### src/rtl/ddr_burst_sched.sv
// Burst scheduler between the AD FIFO, a circular DDR region and the wavelet FIFO.
// Define DDR_SCHED_STAT_EN to add the wr_burst_cnt / rd_burst_cnt statistics outputs.
module ddr_burst_sched #(
    parameter int unsigned DATA_WIDTH   = 32,
    parameter int unsigned ADDR_WIDTH   = 25,
    parameter int unsigned BURST_LEN    = 128,
    parameter int unsigned BASE_ADDR    = 0,
    parameter int unsigned REGION_WORDS = 2**24,
    parameter int unsigned FIFO_CNT_W   = 11
) (
    input  logic                    mem_clk,
    input  logic                    rst_n,
    input  logic                    local_init_done,
    input  logic [FIFO_CNT_W-1:0]   ad_fifo_usedw,
    input  logic [DATA_WIDTH-1:0]   ad_fifo_q,
    output logic                    ad_fifo_rdreq,
    input  logic [FIFO_CNT_W-1:0]   wav_fifo_free,
    output logic                    wav_fifo_wrreq,
    output logic [DATA_WIDTH-1:0]   wav_fifo_data,
    output logic                    wr_burst_req,
    output logic [9:0]              wr_burst_len,
    output logic [ADDR_WIDTH-1:0]   wr_burst_addr,
    input  logic                    wr_burst_data_req,
    output logic [DATA_WIDTH-1:0]   wr_burst_data,
    input  logic                    wr_burst_finish,
    output logic                    rd_burst_req,
    output logic [9:0]              rd_burst_len,
    output logic [ADDR_WIDTH-1:0]   rd_burst_addr,
    input  logic                    rd_burst_data_valid,
    input  logic [DATA_WIDTH-1:0]   rd_burst_data,
    input  logic                    rd_burst_finish,
    output logic [ADDR_WIDTH:0]     fill_level,
    output logic                    overflow
`ifdef DDR_SCHED_STAT_EN
    ,
    output logic [31:0]             wr_burst_cnt,
    output logic [31:0]             rd_burst_cnt
`endif
);

    localparam int unsigned FILL_W = ADDR_WIDTH + 1;

    localparam logic [2:0] S_IDLE    = 3'd0;
    localparam logic [2:0] S_WR      = 3'd1;
    localparam logic [2:0] S_WR_WAIT = 3'd2;
    localparam logic [2:0] S_RD      = 3'd3;
    localparam logic [2:0] S_RD_WAIT = 3'd4;

    localparam logic [FILL_W-1:0]     BURST_F  = FILL_W'(BURST_LEN);
    localparam logic [FILL_W-1:0]     REGION_F = FILL_W'(REGION_WORDS);
    localparam logic [FILL_W-1:0]     WR_LIMIT = FILL_W'(REGION_WORDS - BURST_LEN);
    localparam logic [FIFO_CNT_W-1:0] BURST_C  = FIFO_CNT_W'(BURST_LEN);
    localparam logic [ADDR_WIDTH-1:0] BASE_A   = ADDR_WIDTH'(BASE_ADDR);

    logic [2:0]            state;
    logic [2:0]            state_nxt;
    logic [ADDR_WIDTH-1:0] wr_ptr;
    logic [ADDR_WIDTH-1:0] rd_ptr;
    logic                  wr_turn;
    logic                  ad_ready;
    logic                  room_ok;
    logic                  can_wr;
    logic                  can_rd;
    logic                  ovf_set;
    logic                  launch_wr;
    logic                  launch_rd;
    logic                  wr_done;
    logic                  rd_done;

    assign wr_burst_len = 10'(BURST_LEN);
    assign rd_burst_len = 10'(BURST_LEN);

    assign ad_ready  = (ad_fifo_usedw >= BURST_C);
    assign room_ok   = (fill_level <= WR_LIMIT);
    assign can_wr    = ad_ready && room_ok;
    assign can_rd    = (fill_level >= BURST_F) && (wav_fifo_free >= BURST_C);
    assign launch_wr = (state == S_IDLE) && (state_nxt == S_WR);
    assign launch_rd = (state == S_IDLE) && (state_nxt == S_RD);
    assign wr_done   = (state == S_WR) && wr_burst_finish;
    assign rd_done   = (state == S_RD) && rd_burst_finish;

    // Advance a region pointer by one burst, wrapping at the region end.
    function automatic logic [ADDR_WIDTH-1:0] ptr_step(input logic [ADDR_WIDTH-1:0] p);
        logic [FILL_W-1:0] s;
        s = {1'b0, p} + BURST_F;
        return (s >= REGION_F) ? '0 : ADDR_WIDTH'(s);
    endfunction

    // State register
    always_ff @(posedge mem_clk or negedge rst_n) begin
        if (!rst_n) begin
            state <= S_IDLE;
        end else begin
            state <= state_nxt;
        end
    end

    // Next state, burst arbitration and the write data pass-through
    always_comb begin
        state_nxt     = state;
        ovf_set       = 1'b0;
        ad_fifo_rdreq = 1'b0;
        wr_burst_data = '0;
        case (state)
            S_IDLE: begin
                if (local_init_done) begin
                    if (can_wr && can_rd) begin
                        state_nxt = wr_turn ? S_WR : S_RD;
                    end else if (can_wr) begin
                        state_nxt = S_WR;
                    end else if (can_rd) begin
                        state_nxt = S_RD;
                    end
                    ovf_set = ad_ready && !room_ok;
                end
            end
            S_WR: begin
                ad_fifo_rdreq = wr_burst_data_req;
                wr_burst_data = ad_fifo_q;
                if (wr_burst_finish) begin
                    state_nxt = S_WR_WAIT;
                end
            end
            S_WR_WAIT: state_nxt = S_IDLE;
            S_RD: begin
                if (rd_burst_finish) begin
                    state_nxt = S_RD_WAIT;
                end
            end
            S_RD_WAIT: state_nxt = S_IDLE;
            default:   state_nxt = S_IDLE;
        endcase
    end

    // Requests, addresses, pointers and fill level
    always_ff @(posedge mem_clk or negedge rst_n) begin
        if (!rst_n) begin
            wr_burst_req  <= 1'b0;
            rd_burst_req  <= 1'b0;
            wr_burst_addr <= '0;
            rd_burst_addr <= '0;
            wr_ptr        <= '0;
            rd_ptr        <= '0;
            fill_level    <= '0;
            wr_turn       <= 1'b1;
            overflow      <= 1'b0;
        end else begin
            wr_burst_req <= (state_nxt == S_WR);
            rd_burst_req <= (state_nxt == S_RD);
            if (launch_wr) begin
                wr_burst_addr <= BASE_A + wr_ptr;
                wr_turn       <= 1'b0;
            end
            if (launch_rd) begin
                rd_burst_addr <= BASE_A + rd_ptr;
                wr_turn       <= 1'b1;
            end
            // Single outstanding burst: at most one finish is ever live
            if (wr_done) begin
                wr_ptr     <= ptr_step(wr_ptr);
                fill_level <= fill_level + BURST_F;
            end else if (rd_done) begin
                rd_ptr     <= ptr_step(rd_ptr);
                fill_level <= fill_level - BURST_F;
            end
            if (ovf_set) begin
                overflow <= 1'b1;
            end
        end
    end

    // Read data to the wavelet FIFO, one cycle behind the controller
    always_ff @(posedge mem_clk or negedge rst_n) begin
        if (!rst_n) begin
            wav_fifo_wrreq <= 1'b0;
            wav_fifo_data  <= '0;
        end else begin
            wav_fifo_wrreq <= (state == S_RD) && rd_burst_data_valid;
            if ((state == S_RD) && rd_burst_data_valid) begin
                wav_fifo_data <= rd_burst_data;
            end
        end
    end

`ifdef DDR_SCHED_STAT_EN
    // Completed burst counters, free-running modulo 2^32
    always_ff @(posedge mem_clk or negedge rst_n) begin
        if (!rst_n) begin
            wr_burst_cnt <= '0;
            rd_burst_cnt <= '0;
        end else begin
            if (wr_done) begin
                wr_burst_cnt <= wr_burst_cnt + 32'd1;
            end
            if (rd_done) begin
                rd_burst_cnt <= rd_burst_cnt + 32'd1;
            end
        end
    end
`endif

endmodule

### config.mk
export PLATFORM = sky130hd
export DESIGN_NAME = ddr_burst_sched
export DESIGN_NICKNAME = d
export VERILOG_FILES = /design/src/rtl/ddr_burst_sched.sv
export SDC_FILE = /design/constraint.sdc
export NUM_CORES = 1
export LEC_CHECK = 0
export BUFFER_PORTS_ARGS = -buffer_cell sky130_fd_sc_hd__buf_2
export CAP_MARGIN = 20
export CORE_ASPECT_RATIO = 0.6
export CORE_UTILIZATION = 53
export CTS_CLUSTER_DIAMETER = 150
export DETAILED_ROUTE_END_ITERATION = 10
export GPL_TIMING_DRIVEN = 0
export PLACE_DENSITY = 0.94
export SETUP_SLACK_MARGIN = 0.5
export SLEW_MARGIN = 20
export SYNTH_ARGS = -nofsm -noshare
export SYNTH_HDL_FRONTEND = slang
export SYNTH_SLANG_ARGS = --single-unit
### constraint.sdc
create_clock -name mem_clk -period 5 [get_ports mem_clk]
set_clock_uncertainty 0.15 [all_clocks]
set_input_delay 0 -clock mem_clk [delete_from_list [all_inputs] [get_ports mem_clk]]
set_output_delay 0 -clock mem_clk [all_outputs]
set_load 0.01 [all_outputs]
# After elaboration in Yosys (flattened, before gate mapping)
# Cells that the tools add are included.
# word_totals
register_bits	166
input_bits	93
output_inout_bits	165
wordCells	59
# op_classes
addsub	4
n_lt_le_gt_ge	6
eq_ne	4
muxes	18
n_bitwise	1
reduce_logical	14
# op_table
operator	n
$add A25 B8 Y26 const B	2
$ge A26 B25 Y1 const B	2
$mux W26	2
$mux W25	2
$mux W32	1
$add A26 B8 Y26 const B	1
$ge A26 B8 Y1 const B	1
$le A26 B24 Y1 const B	1
$sub A26 B8 Y26 const B	1
$ge A11 B8 Y1 const B	2
$mux W3	6
$logic_and A1 B1 Y1	9
$pmux W3 S3	1
$eq A3 B1 Y1 const B	2
$eq A3 B2 Y1 const B	2
$mux W1	5
$reduce_bool A2 Y1	2
$logic_not A3 Y1	1
$mux W2	1
$reduce_and A2 Y1	1
$logic_not A1 Y1	1
$not A1 Y1	1

# Depth between registers and ports, before layout
# Gate-level depths: netlist of the first run.
# logic_depth
word_depth	11
depth_mapped	9
depth_no_buf	8

# Worst setup path before layout of the first run
# OpenSTA, ideal clock, no wires.
# synth_path
path_kind	flip-flop to flip-flop
startpoint	register fill_level[22]
endpoint	register wr_burst_addr[22]
setup_time_ns	0.127
arrival_time_ns	2.594
required_ns	4.723
setup_slack_ns	2.129
stages_incl_launch_ff	8
path_buffers	1
period_less_slack_ns	2.871
cell_sequence	dfrtp_1 > or4_1 > nand3b_1 > o41a_1 > a21boi_4 > nor3_4 > buf_6 > mux2_1
# synth_via
elab_chain_len	9
word_cells_on_any_way	12
cone_classes	order compare (2); eq/ne (1); mux (5); reduce/logical (4)
# synth_rtl
element	line_no	source
start: declaration	32	output logic [ADDR_WIDTH:0] fill_level,
start signal: assignment	161	fill_level <= fill_level + BURST_F;
start signal: assignment	164	fill_level <= fill_level - BURST_F;
$ge A26 B8 Y1	76	assign can_rd = (fill_level >= BURST_F) && (wav_fifo_free >= BURST_C);
$logic_and A1 B1 Y1	76	
$mux W3	111	end else if (can_rd) begin
$mux W3	109	end else if (can_wr) begin
$mux W3 (*)	107	if (can_wr && can_rd) begin
$mux W3 (*)	106	if (local_init_done) begin
$pmux W3 S3 (*)	104	case (state)
$eq A3 B1 Y1 (*)	77	assign launch_wr = (state == S_IDLE) && (state_nxt == S_WR);
$logic_and A1 B1 Y1 (*)	77	
end signal: assignment	151	wr_burst_addr <= BASE_A + wr_ptr;
end: declaration	22	output logic [ADDR_WIDTH-1:0] wr_burst_addr,
# Every way passes the cells marked *; elsewhere a longest branch is shown, timed or not.
# A chain may end at the register's enable or synchronous reset.

# Final worst setup path of the first run
# layout_path
startpoint	register fill_level[8]
endpoint	register wr_burst_addr[12]
# The elaborated chain is that of the path after synthesis.

==> results of run 1 <==
## flip-flops by register name, indices dropped and copies added (netlist names)
register        count
wav_fifo_data      32
fill_level         19
rd_burst_addr      18
rd_ptr             18
wr_burst_addr      18
wr_ptr             18
state               3
overflow            1
rd_burst_req        1
wav_fifo_wrreq      1
wr_burst_req        1
wr_turn             1
## stage by stage
step                      instances  hold slack [ps]
after floorplan                 698             -446
after global placement         1060             38.6
after detailed placement       1061             -217
after CTS                      1134             18.8
after global routing           1135             31.7
final                          1135             19.8
## metal layers
metal	global-route usage, %	up-vias	share of wire (%)
met2	47.8	276	48
met1	38.5	2885	42
met3	7.04	35	7.5
met4	10.8	0	2.2
met5	0	-	0
li1	-	2800	-
## critical path: cells and delay by family, from the launching register on
kind / cells / cell delay [ps]
adders and majority gates: 1 / 330
muxes: 1 / 340
and+or+nand+nor: 3 / 770
DFF: 1 / 470
buffers and inverters: 1 / 230
AOI/OAI and AO/OA: 2 / 930
## path summary, 6_finish.rpt
path	to	start	slack (ps)
max in group asynchronous	wr_turn	rst_n	4250
max	wr_burst_addr[12]	fill_level[8]	1630
min in group mem_clk	state[0]	wav_fifo_free[10]	70
min reg2reg	wav_fifo_data[12]	wav_fifo_data[12]	320
max reg2reg	wr_burst_addr[12]	fill_level[8]	1630
min	wr_burst_addr[7]	rst_n	20
## report_power, final
group          switching (mW)  total [mW]  internal, mW
Combinational           0.875        1.52         0.644
Clock                   0.483        1.28         0.795
Sequential              0.246        1.57          1.33
Total                    1.60        4.37          2.77
## kinds of logic (layout without fill, tap and decap cells)
logic type / Yosys count / after routing / share of synthesized area (%)
AOI/OAI and AO/OA: 70 / 70 / 7.47
xor gates and xnor gates: 33 / 33 / 4.48
adders and majority gates: 5 / 5 / 0.970
buffers and inverters: 82 / 358 / 7.27
DFF: 131 / 131 / 50.8
muxes: 38 / 38 / 6.63
other: 2 / 42 / 0.116
and+or+nand+nor: 298 / 298 / 22.2
## layout by cell type (no fill, tap or decap), types with 7 or more instances in the layout
cell and count:
buf_2 201, dlygate4sd3_1 40, a22o_1 7, nor2_1 29
a21oi_1 11, xnor2_1 14, o21ai_0 24, nand4_1 9
conb_1 41, dfrtp_1 130, nand3_1 19, and3_1 49
nor2b_1 8, inv_1 11, clkbuf_16 17, xor2_1 19
clkbuf_1 26, buf_4 41, nand2_1 141, mux2_1 11
mux2_2 27, nor3_1 13
## final cells by class
type	count	area, µm²
Fill cell	768	2680
Clock buffer	19	433
Sequential cell	131	3280
Inverter	11	41.3
Tap cell	160	200
Clock inverter	13	173
Buffer	71	428
Multi-Input combinational cell	485	2850
Antenna cell	1	2.50
Timing Repair Buffer	244	1480
## what timing repair did
item / 4_1_cts / 5_1_grt
hold buffers: 41 / 0
endpoints found under the hold margin: 166 / 0
gates resized for setup: 0 / 0
==> flow_metrics.py, run 1 <==
metrics = {
    "yosys": {
        "synth_edf_count": 0,
        "synthMostInstantiatedCell": "nand2_1",
        "synth_cell_type_count": 50,
        "yosys-top-cells-count": "nand2_1 (141), dfrtp_1 (130), and3_1 (49), buf_4 (41), nor2_1 (29)",
        "async_flop_share_pct": 100,
        "synthTopCellsByArea": "dfrtp_1 (50%), nand2_1 (8.2%), buf_4 (4.8%)",
        "ys_ff_latch": 131,
        "synth.yosys.warnings": 0,
        "synth_ff_type": "dfrtp_1",
        "synth_top_area_cell": "dfrtp_1",
        "seq_area_frac_synth_pct": 50.8,
        "syn_area_mm2": 0.00645,
        "yosysTopAreaCellShare_pct": 50.4,
        "synth_cells": 659,
        "avgSynthCellArea_um2": 9.79,
    },
    "detailed_routing": {
        "totalWireLength_um": 18400,
        "post_drt_wl_per_cell_um": 16.3,
        "routed-via-count": 5996,
        "drc": 0,
        "vias_per_cell": 5.28,
        "drt_iter0_markers": 350,
        "dr.pass1.iters": 5,
        "ant_nets": 0,
    },
    "clock_tree": {
        "clkLatencyLatePin_ps": 410,
        "cts_tree": "yes",
        "clk_pin_slew_ps": 60,
        "cts_setup_buffers": 0,
        "clockRootBuffer": "clkbuf_16",
        "clock_path_buffers": 2,
        "h-tree-depth": 4,
        "cts_buffers": 17,
        "clock-sinks": 131,
    },
    "worst_setup_path": {
        "max_stage_delay_ps": 690,
        "worstPathRequired_ps": 5130,
        "reg2reg_depth": 8,
        "crit_fanout": 10,
        "critPathSlowestCell": "a211oi_1",
        "end_kind": "flip-flop",
        "path_cells": "ha_1 > nand4b_1 > nor4_1 > a211oi_1 > a211oi_2 > nor3_4 > buf_6 > mux2_1",
        "path_class": "flip-flop to flip-flop",
        "worstPathArrival_ps": 3490,
        "start_kind": "flip-flop",
    },
    "timing": {
        "drv_slew": 0,
        "period_share_pct": 67.3,
        "fin_crit_ps": 3370,
        "worst_slew_pin_slew_ps": 795,
        "setup_tns_ps": 0,
        "fmax_mhz": 297,
        "rsz0062_at_grt": "no",
        "max_slew_margin_pct": 46.7,
        "hold_viol": 0,
        "setup_slack_ps": 1630,
        "finalSetupViolCount": 0,
    },
    "floorplan": {
        "rows": 30,
        "dieWidth_um": 144,
        "pin_count": 258,
        "core_mm2": 0.0116,
        "start_util_pct": 55.8,
        "die_h_um": 87.5,
        "dieArea_mm2": 0.0126,
    },
    "cells_and_area": {
        "drive_above_1_share_pct": 31.7,
        "final_nets": 1059,
        "utilization_pct": 76.8,
        "fin_area_mm2": 0.00888,
        "area_delta_synth_final_pct": 37.7,
    },
    "global_routing": {
        "antenna_found_initial": 1,
        "grt_max_degree": 81,
        "grt_overflow_total": 0,
        "grt_pass1_wl_um": 28100,
        "grt_usage_pct": 29.4,
        "grt_pass1_vias": 5598,
    },
    "placement": {
        "placed_area_mm2": 0.00785,
        "place_ws_ps": 1650,
        "globalplace.congestion": 1.03,
        "dp_hpwl_um": 13000,
        "io_buffers": 202,
    },
    "flow_run": {
        "cap_violations": 0,
    },
    "power_and_ir_drop": {
        "fin_total_pwr_mw": 4.37,
        "p_leak_nw": 4.86,
        "p_per_area_mw_per_mm2": 492,
        "vdd.ir_drop.worst_mv": 0.360,
    },
    "worst_hold_path": {
        "hold_class": "primary input to asynchronous set/reset pin",
    },
    "outcome": {
        "status": "finished clean",
    },
}
(Power assumes the default switching activity.)
==> run 2: changes to the inputs <==
--- a/config.mk
+++ b/config.mk
@@ -8,11 +8,11 @@
 export BUFFER_PORTS_ARGS = -buffer_cell sky130_fd_sc_hd__buf_2
 export CAP_MARGIN = 20
 export CORE_ASPECT_RATIO = 0.6
-export CORE_UTILIZATION = 53
+export CORE_UTILIZATION = 44
 export CTS_CLUSTER_DIAMETER = 150
 export DETAILED_ROUTE_END_ITERATION = 10
 export GPL_TIMING_DRIVEN = 0
-export PLACE_DENSITY = 0.94
+export PLACE_DENSITY = 0.85
 export SETUP_SLACK_MARGIN = 0.5
 export SLEW_MARGIN = 20
 export SYNTH_ARGS = -nofsm -noshare
==> constraint.sdc (replaced) <==
create_clock -name mem_clk -period 2.85 [get_ports mem_clk]
set_clock_uncertainty 0.15 [all_clocks]
set_input_delay 0 -clock mem_clk [delete_from_list [all_inputs] [get_ports mem_clk]]
set_output_delay 0 -clock mem_clk [all_outputs]
set_load 0.01 [all_outputs]
==> run 2 against run 1 <==
  * Non-clock buffer count up 24
  * Clock power is 85% higher
  * Largest power group is now combinational logic
  * Combinational power is 110% higher
  * Cell count grew 4.8%
  * Highest routed layer unchanged
  * Sequential power is 77% higher
  * Critical endpoint is now wr_burst_addr[15]
  * Fmax grew 22%
  * Wire length grew 8.7%
==> flow_metrics.py, run 2 (same netlist as run 1, synthesis figures left out) <==
metrics = {
    "clock_tree": {
        "clkLatencyLatePin_ps": 410,
        "h-tree-depth": 4,
        "clock_path_buffers": 2,
        "clock-sinks": 131,
        "cts_tree": "yes",
        "clk_pin_slew_ps": 60,
        "clockRootBuffer": "clkbuf_16",
        "cts_buffers": 17,
    },
    "floorplan": {
        "pin_count": 258,
        "start_util_pct": 46.1,
        "die_h_um": 95.8,
        "dieWidth_um": 158,
        "dieArea_mm2": 0.0152,
        "rows": 33,
        "core_mm2": 0.0140,
    },
    "cells_and_area": {
        "fin_area_mm2": 0.00947,
        "final_common_cell": "buf_2",
        "n_antenna_cell": 0,
        "largest_reg_flops": 32,
        "layout_common_cells": "buf_2 (201), nand2_1 (141), dfrtp_1 (121), buf_4 (58), and3_1 (49)",
        "top_register": "wav_fifo_data",
        "area_delta_synth_final_pct": 46.7,
        "final_nets": 1083,
        "reg_top3": "wav_fifo_data (32), fill_level (19)",
        "fin_cells": 1190,
        "utilization_pct": 67.6,
        "drive_above_1_share_pct": 39.7,
    },
    "timing": {
        "period_share_pct": 96.9,
        "fin_crit_ps": 2760,
        "max_slew_margin_pct": 43.7,
        "setup_tns_ps": 0,
        "fmax_mhz": 362,
        "worst_slew_pin_slew_ps": 836,
        "setup_slack_ps": 88.2,
        "rsz0062_at_grt": "yes",
        "hold_slack_ps": 127,
        "hold_viol": 0,
        "finalSetupViolCount": 0,
        "drv_slew": 0,
    },
    "worst_setup_path": {
        "path_class": "flip-flop to flip-flop",
        "crit_fanout": 7,
        "worstPathArrival_ps": 2900,
        "rrSetupSlack_ps": 90,
        "start_kind": "flip-flop",
        "worstPathRequired_ps": 2990,
        "end_kind": "flip-flop",
    },
    "placement": {
        "placed_area_mm2": 0.00790,
        "globalplace.congestion": 0.957,
        "dp_hpwl_um": 13200,
        "place_ws_ps": -337,
        "io_buffers": 202,
        "dp_cells": 1093,
    },
    "global_routing": {
        "grt_overflow_total": 0,
        "grt_usage_pct": 26.0,
        "grt_pass1_vias": 5656,
        "grt_use_met2_pct": 41.9,
        "use_met1_pct": 34.2,
        "grt_util_met3_pct": 6.57,
        "grt_max_degree": 74,
        "grt_pass1_wl_um": 29700,
        "busiest_layer": "met2",
        "antenna_found_initial": 0,
    },
    "detailed_routing": {
        "routed-via-count": 6079,
        "totalWireLength_um": 20100,
        "ant_nets": 0,
        "vias_per_cell": 5.11,
        "drt_iter0_markers": 424,
        "dr.pass1.iters": 5,
        "drc": 0,
        "post_drt_wl_per_cell_um": 16.8,
    },
    "power_and_ir_drop": {
        "vdd.ir_drop.worst_mv": 0.517,
        "p_per_area_mw_per_mm2": 877,
        "p_leak_nw": 5.13,
        "fin_total_pwr_mw": 8.30,
    },
    "worst_hold_path": {
        "hold_class": "primary input to flip-flop",
    },
    "outcome": {
        "status": "finished clean",
    },
    "flow_run": {
        "cap_violations": 0,
    },
}
==> run 2: cell count changes in the layout (fill, tap and decap cells not counted), sizes merged <==
cell         change
clkinv           -1
clkinvlp         -2
inv              +5
buf             +24
clkbuf           -4
diode            -1
dlygate4sd3      +2
==> run 2: final cells by class <==
class	count	area, µm²
buffer	71	495
fill	1067	4530
sequential	131	3290
tap	192	240
clock inverter	15	206
clock buffer	17	425
timing repair buffer	268	1700
multi-input combinational	485	3060
inverter	11	43.8
==> run 2: path summary, 6_finish.rpt <==
path	depth (start not counted)	from	to
setup reg to reg	8	fill_level[15]	wr_burst_addr[15]
setup / recovery	8	fill_level[15]	wr_burst_addr[15]
hold reg to reg	2	wav_fifo_data[24]	wav_fifo_data[24]
min in group asynchronous	3	rst_n	wr_ptr[17]
max in group asynchronous	4	rst_n	wr_turn
hold / removal	5	rd_burst_data_valid	wav_fifo_data[31]
==> run 2: power breakdown <==
group,internal (mW),total (mW),switching [mW]
Sequential,2.33,2.78,0.452
Combinational,1.44,3.15,1.71
Clock,1.43,2.37,0.945
Total,5.20,8.30,3.11
==> run 2: per-layer routing <==
| layer | share of wire, % | routed length (µm) |
|---|---|---|
| met1 | 44 | 8800 |
| met2 | 47 | 9340 |
| met3 | 7.0 | 1410 |
| met4 | 2.5 | 500 |
| met5 | 0 | 0 |
==> run 2: what timing repair did <==
action,CTS,global route
setup endpoints to repair,93,86
buffers inserted,9,12
cloned,1,0
hold buffers,43,0
pin swaps,4,7
resized for setup,39,70
hold endpoints to repair,171,0
==> run 2: critical path, stage by stage (launching register included) <==
cell and delay (ps):
dfrtp_2 440, or2_2 360, nand2b_2 240, o41a_1 480, a21boi_4 180, nor3_4 210
buf_12 150, buf_12 130, mux2_4 300
==> run 3: changes to the inputs <==
--- a/config.mk
+++ b/config.mk
@@ -5,10 +5,11 @@
 export SDC_FILE = /design/constraint.sdc
 export NUM_CORES = 1
 export LEC_CHECK = 0
+export ABC_AREA = 1
 export BUFFER_PORTS_ARGS = -buffer_cell sky130_fd_sc_hd__buf_2
 export CAP_MARGIN = 20
 export CORE_ASPECT_RATIO = 0.6
-export CORE_UTILIZATION = 44
+export CORE_UTILIZATION = 45
 export CTS_CLUSTER_DIAMETER = 150
 export DETAILED_ROUTE_END_ITERATION = 10
 export GPL_TIMING_DRIVEN = 0
==> run 3 against run 2 <==
  * Worst setup slack improved by 460 ps
  * Synthesized area up 7.3%
  * Utilization down 2.2 points
==> flow_metrics.py, run 3 <==
metrics = {
    "worst_setup_path": {
        "reg2reg_depth": 12,
        "path_cells": "inv_1 > nor2_4 > nand2_4 > inv_2 > nand2_2 > inv_4 > nor2_2 > inv_1 > a21oi_4 > buf_2 > nand4_1 > nand2_1",
        "crit_family": "simple AND/OR/NAND/NOR gates",
        "end_kind": "flip-flop",
        "rr_startpoint": "state[0]",
        "path_class": "flip-flop to flip-flop",
        "crit_fanout": 7,
        "worstPathRequired_ps": 3050,
        "max_stage_delay_ps": 380,
        "cp_common_cell": "inv_1",
        "path_buf_inv": 5,
        "worstPathArrival_ps": 2500,
        "r2r-end": "wr_burst_addr[13]",
        "critPathSlowestCell": "dfrtp_1",
        "start_kind": "flip-flop",
        "rrSetupSlack_ps": 550,
    },
    "detailed_routing": {
        "post_drt_wl_per_cell_um": 15.2,
        "dr.pass1.iters": 5,
        "drc": 0,
        "totalWireLength_um": 21500,
        "ant_nets": 0,
        "routed-via-count": 6961,
        "drt_iter0_markers": 577,
        "vias_per_cell": 4.94,
    },
    "cells_and_area": {
        "nFillCells": 1192,
        "fin_cells": 1410,
        "layout_common_cells": "nand2_1 (235), buf_2 (209), dfrtp_1 (125), inv_1 (109), nor2_1 (77)",
        "reg_top3": "wav_fifo_data (32), fill_level (19)",
        "fin_area_mm2": 0.00966,
        "area_delta_synth_final_pct": 39.6,
        "drive_above_1_share_pct": 30.9,
        "utilization_pct": 65.4,
        "largest_reg_flops": 32,
        "top_register": "wav_fifo_data",
        "final_common_cell": "nand2_1",
        "final_nets": 1295,
    },
    "yosys": {
        "async_flop_share_pct": 100,
        "synth_edf_count": 0,
        "yosys-top-cells-count": "nand2_1 (240), dfrtp_1 (130), inv_1 (111), nor2_1 (87), buf_4 (41)",
        "synth_cells": 876,
        "avgSynthCellArea_um2": 7.90,
        "synthMostInstantiatedCell": "nand2_1",
        "seq_area_frac_synth_pct": 47.4,
        "syn_area_mm2": 0.00692,
        "synth_top_area_cell": "dfrtp_1",
        "synth_cell_type_count": 44,
        "synthTopCellsByArea": "dfrtp_1 (47%), nand2_1 (13%), inv_1 (6.0%)",
        "yosysTopAreaCellShare_pct": 47.0,
        "synth.yosys.warnings": 0,
        "ys_ff_latch": 131,
        "synth_ff_type": "dfrtp_1",
    },
    "worst_hold_path": {
        "min_to": "fill_level[16]",
        "hold_class": "primary input to flip-flop",
        "hold-path-cell-count": 7,
        "hold_start": "rd_burst_finish",
    },
    "global_routing": {
        "grt_overflow_total": 0,
        "antenna_found_initial": 2,
        "grt_pass1_wl_um": 32400,
        "grt_usage_pct": 26.2,
        "grt_pass1_vias": 6312,
        "grt_max_degree": 87,
    },
    "placement": {
        "dp_cells": 1316,
        "place_ws_ps": 378,
        "io_buffers": 202,
        "globalplace.congestion": 0.974,
        "dp_hpwl_um": 14900,
        "placed_area_mm2": 0.00836,
    },
    "floorplan": {
        "start_util_pct": 46.9,
        "pin_count": 258,
        "dieArea_mm2": 0.0159,
        "core_mm2": 0.0148,
        "dieWidth_um": 162,
        "rows": 34,
        "die_h_um": 98.1,
    },
    "timing": {
        "worst_slew_pin_slew_ps": 604,
        "max_slew_margin_pct": 59.3,
        "drv_slew": 0,
        "hold_slack_ps": 42.7,
        "fmax_mhz": 434,
        "finalSetupViolCount": 0,
        "rsz0062_at_grt": "yes",
        "period_share_pct": 80.8,
        "setup_slack_ps": 548,
        "fin_crit_ps": 2300,
        "hold_viol": 0,
    },
    "clock_tree": {
        "h-tree-depth": 4,
        "clkLatencyLatePin_ps": 410,
        "clockRootBuffer": "clkbuf_16",
        "clk_pin_slew_ps": 60,
        "cts_tree": "yes",
        "clock_path_buffers": 2,
        "clock-sinks": 131,
        "cts_buffers": 17,
    },
    "power_and_ir_drop": {
        "vdd.ir_drop.worst_mv": 0.457,
        "p_per_area_mw_per_mm2": 893,
        "p_leak_nw": 5.34,
    },
    "flow_run": {
        "cap_violations": 0,
    },
    "outcome": {
        "status": "finished clean",
    },
}
run 3: cell types whose count changed in the layout (fill, tap and decap cells not counted), moves of 11 or more:
cell / change
and3_1: -49
inv_1: +101
mux2_2: -20
mux2_4: -18
nand2_1: +94
nand3_1: +16
nand4_1: +27
nor2_1: +49
nor2_2: +11
nor3_1: +12
o21ai_0: +15
run 3: area by class of cell:
class                      count  area [µm²]  share of cell area, %
antenna                        2        5.00                 0.0518
buffer                        68         457                   4.73
clock buffer                  17         425                   4.40
clock inverter                15         170                   1.76
inverter                     118         445                   4.61
multi-input combinational    600        3020                   31.3
sequential                   131        3290                   34.0
tap                          198         248                   2.56
timing repair buffer         261        1600                   16.6
run 3: power by group:
part / total [mW] / internal [mW] / switching (mW)
registers: 2.99 / 2.47 / 0.515
clock network: 2.23 / 1.32 / 0.914
logic: 3.41 / 1.28 / 2.13
run 3: kinds of logic after synthesis:
group	after synthesis	share of synthesized area, %
compound gates	70	5.80
flops	131	47.4
buf+inv	186	12.9
fa+ha+maj	5	0.904
simple gates	455	29.5
xor+xnor	27	3.42
other cells	2	0.109
run 3: what timing repair did:
item                                   in CTS  in global routing
endpoints found under the hold margin     168                  0
gates resized for setup                     1                 44
gates cloned                                0                  4
setup endpoints to repair                   2                 77
pin swaps                                   0                 11
buffers inserted                            0                 13
hold buffers                               43                  0
run 3: how the worst max path moves through the flow:
| stage | from | to | slack [ps] | cells after the start |
|---|---|---|---|---|
| final | state[0] | wr_burst_addr[13] | 550 | 12 |
| after global routing | fill_level[7] | wr_burst_addr[11] | 440 | 13 |
| after CTS | state[2] | fill_level[17] | 520 | 10 |
| after detailed placement | state[2] | fill_level[15] | 380 | 9 |
| after global placement | rst_n | wav_fifo_data[4] | -130 | 1 |
| after floorplan | fill_level[7] | wr_burst_addr[10] | 800 | 11 |
run 3: per-stage QoR:
step | power (mW) | TNS, ps
final | 8.63 | 0
after detailed placement | 6.04 | 0
after floorplan | 4.81 | 0
after global routing | 9.16 | 0
after global placement | 5.94 | -15210
after CTS | 8.39 | 0
run 3: routing by layer:
layer | track usage (%) | up-vias | share of wire (%)
met5 | 0 | - | 0
met4 | 11.3 | 0 | 3.2
met3 | 6.03 | 48 | 8.0
met2 | 41.2 | 321 | 46
met1 | 34.9 | 3248 | 43
li1 | - | 3344 | -
run 3: worst min-delay path, delay by kind of cell:
family,cells,cell delay [ps]
simple gates,3,210
compound gates,1,100
buf+inv,2,160
xor+xnor,1,80
